`src/rtl/spi_mem_burst_ctrl.sv`:
```
// -----------------------------------------------------------------------------
// spi_mem_burst_ctrl
//   Multi-device SPI/QSPI memory controller. Accepts one request from the bus
//   side, selects one of NUM_DEVICES chips, sends command + 24-bit address
//   (plus dummy cycles for quad reads) and then moves burst_len bytes with a
//   per-byte handshake (data_req for writes, rd_valid for reads).
//
//   SCK runs at clock/2 in SPI mode 0. Every SCK period is one low clk and
//   one high clk. Pad outputs change on the clk edge that drives SCK low and
//   pad inputs are sampled on the clk edge that ends the high phase.
//
// Ports
//   clock, reset        system clock, asynchronous active-high reset
//   start               request strobe, only looked at while idle
//   write, quad         direction and lane mode, captured with start
//   dev_sel             chip to address (>= NUM_DEVICES is rejected)
//   address             start byte address, zero-extended to 24 bits
//   burst_len           byte count 1..MAX_BURST (anything else is rejected)
//   bus_data_in         write byte, consumed in the cycle data_req is high
//   data_req            write byte consumed this cycle
//   bus_data_out        most recent read byte (held)
//   rd_valid            bus_data_out updated this cycle
//   busy                transaction in progress
//   op_done_out, error  completion pulse; error marks a rejected request
//   spi_data_in/out/oe  IO[3:0] pad interface with per-lane output enable
//   spi_clk_out         SCK, idles low
//   spi_cs_n            active-low chip selects, at most one low
// -----------------------------------------------------------------------------
module spi_mem_burst_ctrl #(
    parameter int DATA_BUS_WIDTH = 8,
    parameter int ADDRESS_WIDTH  = 16,
    parameter int NUM_DEVICES    = 3,
    parameter int MAX_BURST      = 4,
    parameter int DUMMY_CYCLES   = 4
) (
    input  logic                             clock,
    input  logic                             reset,
    input  logic                             start,
    input  logic                             write,
    input  logic                             quad,
    input  logic [$clog2(NUM_DEVICES)-1:0]   dev_sel,
    input  logic [ADDRESS_WIDTH-1:0]         address,
    input  logic [$clog2(MAX_BURST+1)-1:0]   burst_len,
    input  logic [DATA_BUS_WIDTH-1:0]        bus_data_in,
    output logic                             data_req,
    output logic [DATA_BUS_WIDTH-1:0]        bus_data_out,
    output logic                             rd_valid,
    output logic                             busy,
    output logic                             op_done_out,
    output logic                             error,
    input  logic [3:0]                       spi_data_in,
    output logic [3:0]                       spi_data_out,
    output logic [3:0]                       spi_data_oe,
    output logic                             spi_clk_out,
    output logic [NUM_DEVICES-1:0]           spi_cs_n
);

    localparam int DEV_W = $clog2(NUM_DEVICES);
    localparam int BL_W  = $clog2(MAX_BURST + 1);
    localparam int CNT_W = 6;

    localparam logic [DEV_W:0]   DEV_LIM = (DEV_W + 1)'(NUM_DEVICES);
    localparam logic [BL_W-1:0]  BL_MAX  = BL_W'(MAX_BURST);
    localparam logic [BL_W-1:0]  BL_ONE  = BL_W'(1);
    localparam logic [CNT_W-1:0] DUMMY_LAST = CNT_W'(DUMMY_CYCLES - 1);

    // LEAD gives chip select one clk of setup before the first SCK low
    // phase; TAIL holds it one clk after the last sample before DONE.
    typedef enum logic [2:0] {
        ST_IDLE  = 3'd0,
        ST_LEAD  = 3'd1,
        ST_CMD   = 3'd2,
        ST_ADDR  = 3'd3,
        ST_DUMMY = 3'd4,
        ST_DATA  = 3'd5,
        ST_TAIL  = 3'd6,
        ST_DONE  = 3'd7
    } state_t;

    // Active-low one-hot-cold select for the requested device.
    function automatic logic [NUM_DEVICES-1:0] cs_decode(input logic [DEV_W-1:0] dev);
        logic [NUM_DEVICES-1:0] cs;
        cs = '1;
        for (int i = 0; i < NUM_DEVICES; i++) begin
            cs[i] = (dev == DEV_W'(i)) ? 1'b0 : 1'b1;
        end
        return cs;
    endfunction

    // Opcode for the four supported transfer kinds.
    function automatic logic [7:0] cmd_byte(input logic wr, input logic qd);
        logic [7:0] c;
        case ({wr, qd})
            2'b00:   c = 8'h03;
            2'b10:   c = 8'h02;
            2'b01:   c = 8'hEB;
            2'b11:   c = 8'h38;
            default: c = 8'h03;
        endcase
        return c;
    endfunction

    // Pad value for the bits at the top of the shift register.
    function automatic logic [3:0] lane_out(input logic [23:0] sh, input logic wide);
        return wide ? sh[23:20] : {3'b000, sh[23]};
    endfunction

    state_t                     state_r, state_s;
    logic                       sck_r, sck_s;
    logic [CNT_W-1:0]           cnt_r, cnt_s;
    logic [BL_W-1:0]            byte_cnt_r, byte_cnt_s;
    logic [23:0]                sh_r, sh_s;
    logic [7:0]                 rx_r, rx_s;
    logic                       write_r, write_s;
    logic                       quad_r, quad_s;
    logic [23:0]                addr_r, addr_s;
    logic [3:0]                 dout_r, dout_s;
    logic [3:0]                 oe_r, oe_s;
    logic [NUM_DEVICES-1:0]     cs_n_r, cs_n_s;
    logic                       busy_r, busy_s;
    logic [DATA_BUS_WIDTH-1:0]  bus_do_r, bus_do_s;
    logic                       data_req_r, data_req_s;
    logic                       rd_valid_r, rd_valid_s;
    logic                       done_r, done_s;
    logic                       err_r, err_s;

    logic                       req_bad_s;
    logic                       wide_s;
    logic [23:0]                sh_shift_s;
    logic [7:0]                 rx_shift_s;
    logic [23:0]                data_sh_s;
    logic [3:0]                 data_dout_s;
    logic [3:0]                 data_oe_s;
    logic [CNT_W-1:0]           data_cnt_s;

    assign req_bad_s = ({1'b0, dev_sel} >= DEV_LIM) || (burst_len == '0) || (burst_len > BL_MAX);

    // Next-state and next-output logic for the transaction sequencer.
    always_comb begin
        state_s    = state_r;
        sck_s      = sck_r;
        cnt_s      = cnt_r;
        byte_cnt_s = byte_cnt_r;
        sh_s       = sh_r;
        rx_s       = rx_r;
        write_s    = write_r;
        quad_s     = quad_r;
        addr_s     = addr_r;
        dout_s     = dout_r;
        oe_s       = oe_r;
        cs_n_s     = cs_n_r;
        busy_s     = busy_r;
        bus_do_s   = bus_do_r;
        data_req_s = 1'b0;
        rd_valid_s = 1'b0;
        done_s     = 1'b0;
        err_s      = 1'b0;

        // The command byte is always single lane even in quad mode.
        wide_s     = quad_r && (state_r != ST_CMD);
        sh_shift_s = wide_s ? {sh_r[19:0], 4'h0} : {sh_r[22:0], 1'b0};
        rx_shift_s = quad_r ? {rx_r[3:0], spi_data_in} : {rx_r[6:0], spi_data_in[1]};

        // First-bit setup for a data byte; the write byte is taken from the
        // bus on the same edge that drives its first bit.
        data_sh_s   = write_r ? {bus_data_in[7:0], 16'h0000} : 24'h000000;
        data_dout_s = lane_out(data_sh_s, quad_r);
        data_oe_s   = quad_r ? (write_r ? 4'b1111 : 4'b0000) : 4'b0001;
        data_cnt_s  = quad_r ? 6'd1 : 6'd7;

        case (state_r)
            ST_IDLE: begin
                if (start) begin
                    if (req_bad_s) begin
                        done_s = 1'b1;
                        err_s  = 1'b1;
                    end else begin
                        write_s    = write;
                        quad_s     = quad;
                        addr_s     = 24'(address);
                        byte_cnt_s = burst_len;
                        cs_n_s     = cs_decode(dev_sel);
                        busy_s     = 1'b1;
                        state_s    = ST_LEAD;
                    end
                end else begin
                    state_s = ST_IDLE;
                end
            end
            ST_LEAD: begin
                sh_s    = {cmd_byte(write_r, quad_r), 16'h0000};
                dout_s  = lane_out({cmd_byte(write_r, quad_r), 16'h0000}, 1'b0);
                oe_s    = 4'b0001;
                cnt_s   = 6'd7;
                sck_s   = 1'b0;
                state_s = ST_CMD;
            end
            ST_CMD, ST_ADDR, ST_DUMMY, ST_DATA: begin
                if (!sck_r) begin
                    sck_s = 1'b1;
                    // Ask for the next write byte during the high phase that
                    // precedes its first bit.
                    data_req_s = write_r && (cnt_r == '0) &&
                                 ((state_r == ST_ADDR) ||
                                  ((state_r == ST_DATA) && (byte_cnt_r != BL_ONE)));
                end else begin
                    sck_s = 1'b0;
                    if ((state_r == ST_DATA) && !write_r) begin
                        rx_s = rx_shift_s;
                    end else begin
                        rx_s = rx_r;
                    end
                    if (cnt_r != '0) begin
                        cnt_s  = cnt_r - 6'd1;
                        sh_s   = sh_shift_s;
                        dout_s = lane_out(sh_shift_s, wide_s);
                    end else begin
                        case (state_r)
                            ST_CMD: begin
                                state_s = ST_ADDR;
                                sh_s    = addr_r;
                                dout_s  = lane_out(addr_r, quad_r);
                                oe_s    = quad_r ? 4'b1111 : 4'b0001;
                                cnt_s   = quad_r ? 6'd5 : 6'd23;
                            end
                            ST_ADDR: begin
                                if (quad_r && !write_r && (DUMMY_CYCLES > 0)) begin
                                    state_s = ST_DUMMY;
                                    sh_s    = 24'h000000;
                                    dout_s  = 4'b0000;
                                    oe_s    = 4'b0000;
                                    cnt_s   = DUMMY_LAST;
                                end else begin
                                    state_s = ST_DATA;
                                    sh_s    = data_sh_s;
                                    dout_s  = data_dout_s;
                                    oe_s    = data_oe_s;
                                    cnt_s   = data_cnt_s;
                                end
                            end
                            ST_DUMMY: begin
                                state_s = ST_DATA;
                                sh_s    = data_sh_s;
                                dout_s  = data_dout_s;
                                oe_s    = data_oe_s;
                                cnt_s   = data_cnt_s;
                            end
                            ST_DATA: begin
                                if (!write_r) begin
                                    bus_do_s   = DATA_BUS_WIDTH'(rx_shift_s);
                                    rd_valid_s = 1'b1;
                                end else begin
                                    bus_do_s   = bus_do_r;
                                end
                                if (byte_cnt_r == BL_ONE) begin
                                    state_s = ST_TAIL;
                                    dout_s  = 4'b0000;
                                    oe_s    = 4'b0000;
                                end else begin
                                    byte_cnt_s = byte_cnt_r - BL_ONE;
                                    state_s    = ST_DATA;
                                    sh_s       = data_sh_s;
                                    dout_s     = data_dout_s;
                                    oe_s       = data_oe_s;
                                    cnt_s      = data_cnt_s;
                                end
                            end
                            default: begin
                                state_s = ST_IDLE;
                            end
                        endcase
                    end
                end
            end
            ST_TAIL: begin
                state_s = ST_DONE;
                cs_n_s  = '1;
                done_s  = 1'b1;
            end
            ST_DONE: begin
                state_s = ST_IDLE;
                busy_s  = 1'b0;
            end
            default: begin
                state_s = ST_IDLE;
                sck_s   = 1'b0;
                dout_s  = 4'b0000;
                oe_s    = 4'b0000;
                cs_n_s  = '1;
                busy_s  = 1'b0;
            end
        endcase
    end

    // State and registered-output update; reset aborts everything at once.
    always_ff @(posedge clock or posedge reset) begin
        if (reset) begin
            state_r    <= ST_IDLE;
            sck_r      <= 1'b0;
            cnt_r      <= '0;
            byte_cnt_r <= '0;
            sh_r       <= 24'h000000;
            rx_r       <= 8'h00;
            write_r    <= 1'b0;
            quad_r     <= 1'b0;
            addr_r     <= 24'h000000;
            dout_r     <= 4'b0000;
            oe_r       <= 4'b0000;
            cs_n_r     <= '1;
            busy_r     <= 1'b0;
            bus_do_r   <= '0;
            data_req_r <= 1'b0;
            rd_valid_r <= 1'b0;
            done_r     <= 1'b0;
            err_r      <= 1'b0;
        end else begin
            state_r    <= state_s;
            sck_r      <= sck_s;
            cnt_r      <= cnt_s;
            byte_cnt_r <= byte_cnt_s;
            sh_r       <= sh_s;
            rx_r       <= rx_s;
            write_r    <= write_s;
            quad_r     <= quad_s;
            addr_r     <= addr_s;
            dout_r     <= dout_s;
            oe_r       <= oe_s;
            cs_n_r     <= cs_n_s;
            busy_r     <= busy_s;
            bus_do_r   <= bus_do_s;
            data_req_r <= data_req_s;
            rd_valid_r <= rd_valid_s;
            done_r     <= done_s;
            err_r      <= err_s;
        end
    end

    assign spi_clk_out  = sck_r;
    assign spi_data_out = dout_r;
    assign spi_data_oe  = oe_r;
    assign spi_cs_n     = cs_n_r;
    assign busy         = busy_r;
    assign bus_data_out = bus_do_r;
    assign data_req     = data_req_r;
    assign rd_valid     = rd_valid_r;
    assign op_done_out  = done_r;
    assign error        = err_r;

endmodule

```
`config.mk`:
```
export PLATFORM = sky130hd
export DESIGN_NAME = spi_mem_burst_ctrl
export DESIGN_NICKNAME = d
export VERILOG_FILES = /design/src/rtl/spi_mem_burst_ctrl.sv
export SDC_FILE = /design/constraint.sdc
export NUM_CORES = 1
export LEC_CHECK = 0
export ABC_AREA = 1
export CELL_PAD_IN_SITES_DETAIL_PLACEMENT = 0
export CELL_PAD_IN_SITES_GLOBAL_PLACEMENT = 2
export CORE_MARGIN = 2
export CORE_UTILIZATION = 28
export CTS_CLUSTER_DIAMETER = 100
export DETAILED_ROUTE_END_ITERATION = 8
export GPL_ROUTABILITY_DRIVEN = 0
export MAX_ROUTING_LAYER = met4
export PLACE_DENSITY_LB_ADDON = 0.1
export SETUP_SLACK_MARGIN = 0.3
export SYNTH_ARGS = -nofsm -noshare
export SYNTH_HDL_FRONTEND = slang
export SYNTH_SLANG_ARGS = --single-unit
```
`constraint.sdc`:
```
create_clock -name clock -period 3.2 [get_ports clock]
set_clock_uncertainty 0.05 [all_clocks]
set_input_delay 0.96 -clock clock [delete_from_list [all_inputs] [get_ports clock]]
set_output_delay 0.96 -clock clock [all_outputs]
set_load 0.01 [all_outputs]
```
### Yosys cells after proc, flatten, opt, wreduce, memory -nomap -nowiden

Cells that the tools add are included.

* order comparisons: 2
* bitwise operators: 3
* reductions and logical operators: 31
* add/sub/neg operators: 2
* eq/ne operators: 25
* multiplexer cells: 72

Operator list (count)
* $mux W23: 4
* $pmux W23 S4: 1
* $mux W4: 13
* $mux W24: 2
* $pmux W23 S2: 1
* $mux W3: 14
* $pmux W4 S4: 2
* $pmux W8 S4: 1
* $pmux W6 S4: 1
* $mux W6: 3
* $reduce_and A3 Y1: 6
* $mux W1: 17
* $pmux W4 S2: 2
* $pmux W3 S5: 1
* $eq A3 B3 Y1 const B: 4
* $ne A2 B2 Y1 const B: 6
* $pmux W3 S2: 2
* $pmux W3 S4: 1
* $pmux W6 S2: 1
* $mux W8: 1
* $reduce_and A4 Y1: 2
* $reduce_bool A2 Y1: 4
* $reduce_and A7 Y1: 1
* $eq A2 B2 Y1 const B: 3
* other kinds (26): 42

* logic and storage cells: 153
* register bits: 85

### Logic depth before layout (Yosys ltp)

* word-level depth: 7
* depth in mapped cells: 12
* gate-level depth less buffers: 11

### Least setup slack after synthesis

OpenSTA, ideal clock, no wires.

* path kind: input port to flip-flop
* start point: in burst_len[0]
* end point: reg addr_r[1]
* stages: 5
* arrival time: 1781 ps
* slack: 1237 ps
* cell sequence: o21ai_0 > nand4_2 > clkbuf_1 > nand2_1 > o21ai_0

* longest elaborated chain between the ends: 5

RTL lines
* from (decl): line 43 `input logic [$clog2(MAX_BURST+1)-1:0] burst_len,`
* branches (longest 2 deep; another with $gt A3 B3 Y1)
* $logic_or A1 B1 Y1 *: line 136 `assign req_bad_s = ({1'b0, dev_sel} >= DEV_LIM) || (burst_len == '0) || (burst_len > BL_MAX);`
* $not A1 Y1 (no line) *
* $reduce_and A3 Y1 (no line) *
* to (signal assigned): line 325 `addr_r <= addr_s;`
* to (decl): line 116 `logic [23:0] addr_r, addr_s;`

Mark *: on every way between the ends.
A chain may end at the register's enable or synchronous reset.

### Worst setup path in the final report

* start point: reg cs_n_r[1], in the netlist spi_cs_n[1]
* end point: out spi_cs_n[1]

RTL lines
* from (decl): line 119 `logic [NUM_DEVICES-1:0] cs_n_r, cs_n_s;`
* from (signal assigned): line 328 `cs_n_r <= cs_n_s;`
* to (decl): line 55 `output logic [NUM_DEVICES-1:0] spi_cs_n`

No word-level cell between the ends.

==> impl_metrics.csv <==
group,metric,value,unit
status,status,"finished, final reports clean",
placement,port_buffers,62,
route,viasPerCell,4.539,
cts,cts_resized,0,
worst_setup_path,cp_num_buf_inv,1,
logic_synthesis,yosysTopAreaCell,"dfrtp_1",
worst_setup_path,worstPathRequired,2.19,ns
finish,mostFrequentLayoutCells,"nand2_1 (210), inv_1 (91), dfrtp_1 (80), o21ai_0 (70), clkdlybuf4s50_1 (62)",
cts,clockBufferDepth,2,
cts,root_buffer,"clkbuf_16",
cts,cts_buffers,9,
logic_synthesis,synth-seq-cells,83,
finish,nFillCells,1755,
worst_setup_path,critical_path_peak_fanout,2,
route,drtIter0Drc,305,
worst_setup_path,cp-start-kind,"flop",
finish,final_nets,737,
power,power.density,979.1,nW/um2
logic_synthesis,yosysSeqAreaShare,0.4555,
worst_setup_path,cp-end-kind,"primary output",
sta,period_share,0.7575,
worst_setup_path,path_cells,"clkdlybuf4s50_1",
floorplan,io_pins,63,
finish,area_growth,25.77,%
logic_synthesis,ys.flop_type,"dfrtp_1",
logic_synthesis,synthCells,640,
cts,cts_tree,"done",
logic_synthesis,synth_cell_types,29,
logic_synthesis,synth-xor-area-share,0.003835,
finish,final_cells,917,
global_routing,grt_max_degree,45,
logic_synthesis,synth_simple_gate_area_frac,0.3092,
route,vias,4162,
floorplan,die_w,131.7,um
route,drc,0,
cts,clock_latency,0.35,ns
floorplan,rows,46,
run,drv_cap,0,
placement,dpl_cell_area,5418,um2
cts,clk_transition_reported_paths,0.07,ns
placement,placed_cells,901,
global_routing,grt_pass1_vias,4258,
global_routing,antenna_found_initial,0,
floorplan,initial_core_util,0.2865,
sta,slew_violations,0,
logic_synthesis,synth_top_family_by_area,"simple AND/OR/NAND/NOR gates",
sta,setup_viol,0,
route,ant_nets,0,
cts,cts_setup_buffers,0,
worst_setup_path,slowest_stage,"dfstp_2",
floorplan,die_area,17350,um2
worst_hold_path,holdCritPathClass,"reg2reg",
finish,drive_gt1_frac,0.07133,
global_routing,grt_pass1_wl,22000,um
finish,fin_area,5746,um2
logic_synthesis,synth.avg_cell_area,7.138,um2
global_routing,grtUsageTotal,0.1631,
worst_setup_path,cpPeakStageDelay,0.54,ns
cts,cts.htree.levels,3,
sta,finalSetupTns,0,ns
floorplan,die-height,131.7,um
sta,finalHoldViolCount,0,
cts,cts_hold_buffers,0,
finish,seqCellArea,2081,um2
worst_setup_path,critPathKind,"reg2out",
cts,cts_sinks,83,
power,p_leak,0.002870,uW
sta,max_slew_margin,0.4718,
floorplan,coreArea,15940,um2
finish,antenna_cells,0,
finish,multi_input_comb_area,1998,um2
logic_synthesis,synth-compound-area-share,0.1161,
power,p_total,5625,uW
sta,max_freq,412.6,MHz
sta,period_needed,2.424,ns
worst_setup_path,worstPathArrival,1.41,ns
route,wl_per_cell,14.32,um
finish,final_common_cell,"nand2_1",
route,drt_pass1_iterations,5,
sta,tightest_slew,0.7894,ns
logic_synthesis,synth-edff-count,0,
logic_synthesis,netlist.area_leader.share,0.4382,
route,wl,13130,um
placement,place_hpwl,9404,um
logic_synthesis,ys_async_sr_fraction,1.000,
logic_synthesis,synth_fp_nets,681,
logic_synthesis,synthMuxAreaShare,0,
worst_setup_path,crit_family,"flip-flops",
logic_synthesis,synthAdderAreaFrac,0.008217,
global_routing,grt.overflow.total,0,
sta,rsz0062_at_grt,"false",
logic_synthesis,synth_warnings,0,
power,max-vdd-ir-drop,432.0,uV
sta,hold_slack,0.4334,ns
logic_synthesis,synth_area_leaders,"dfrtp_1 (44%), nand2_1 (17%), o21ai_0 (7.7%), inv_1 (7.6%), nand3_1 (6.2%)",
logic_synthesis,netlist_area,4568,um2
==> cell type report <==
type,count,share of cell area
Multi-Input combinational cell,435,0.3478
Timing Repair Buffer,72,0.1233
Tap cell,216,0.04704
Clock inverter,5,0.01481
Inverter,95,0.06272
Clock buffer,11,0.04225
Sequential cell,83,0.3622
==> sequential cells by signal, indices dropped and copies added (netlist names) <==
signal / cells
byte_cnt_r: 3
rd_valid: 1
op_done_out: 1
state_r: 3
write_r: 1
sh_r: 23
data_req: 1
bus_data_out: 8
spi_data_oe: 2
rx_r: 7
addr_r: 16
spi_data_out: 4
cnt_r: 6
spi_clk_out: 1
busy: 1
spi_cs_n: 3
error: 1
quad_r: 1
==> layer usage <==
layer / track usage / vias to the layer above / routed length [um]
met5: - / - / 0
met4: 0.05193 / 0 / 182
met3: 0.02422 / 13 / 441
met2: 0.2496 / 67 / 5803
met1: 0.2229 / 1959 / 6699
li1: - / 2123 / -
==> synthesized netlist by cell type (2+ instances only) <==
master,number
nand3b_1,2
buf_2,16
clkbuf_1,8
nand2_4,2
dfrtp_1,80
nor2_1,30
xor2_1,2
nor2_2,4
ha_1,3
nand2_2,3
inv_1,92
inv_2,3
nand3_1,57
nand4_1,6
buf_4,3
o21ai_1,17
o21ai_0,70
nand2_1,210
dfstp_2,3
nand3_2,5
a21oi_1,16
==> cell families after synthesis <==
kind of cell             Yosys count
adder cells (fa/ha/maj)            3
buffers and inverters            122
AND/OR/NAND/NOR                  325
AO/OA/AOI/OAI                    105
flip-flops                        83
XOR/XNOR                           2
==> path summary, 6_finish.rpt <==
kind,startpoint,endpoint,slack (ns),cells past startpoint
max in group asynchronous,reset,spi_cs_n[0]$_DFFE_PP1P_,1.64,3
hold reg to reg,sh_r[22]$_DFFE_PP0P_,sh_r[22]$_DFFE_PP0P_,0.43,2
setup / recovery,spi_cs_n[1]$_DFFE_PP1P_,spi_cs_n[1],0.78,1
min in group asynchronous,reset,rx_r[5]$_DFFE_PP0P_,0.88,2
setup reg to reg,cnt_r[0]$_DFFE_PP0P_,sh_r[6]$_DFFE_PP0P_,0.81,12
hold / removal,sh_r[22]$_DFFE_PP0P_,sh_r[22]$_DFFE_PP0P_,0.43,2
==> power by group <==
group	internal (uW)	switching, uW
clock network	711	471
registers	1450	316
logic	868	1810
==> metrics by stage <==
stage / util / setup slack [ns]
2_1_floorplan: - / 1.238
3_3_place_gp: 0.3398 / 0.7008
3_5_place_dp: 0.3398 / 0.6541
4_1_cts: 0.3604 / 0.7666
5_1_grt: 0.3604 / 0.5461
6_report: 0.3604 / 0.7762
Note: power is estimated with default switching activity, not from simulation.
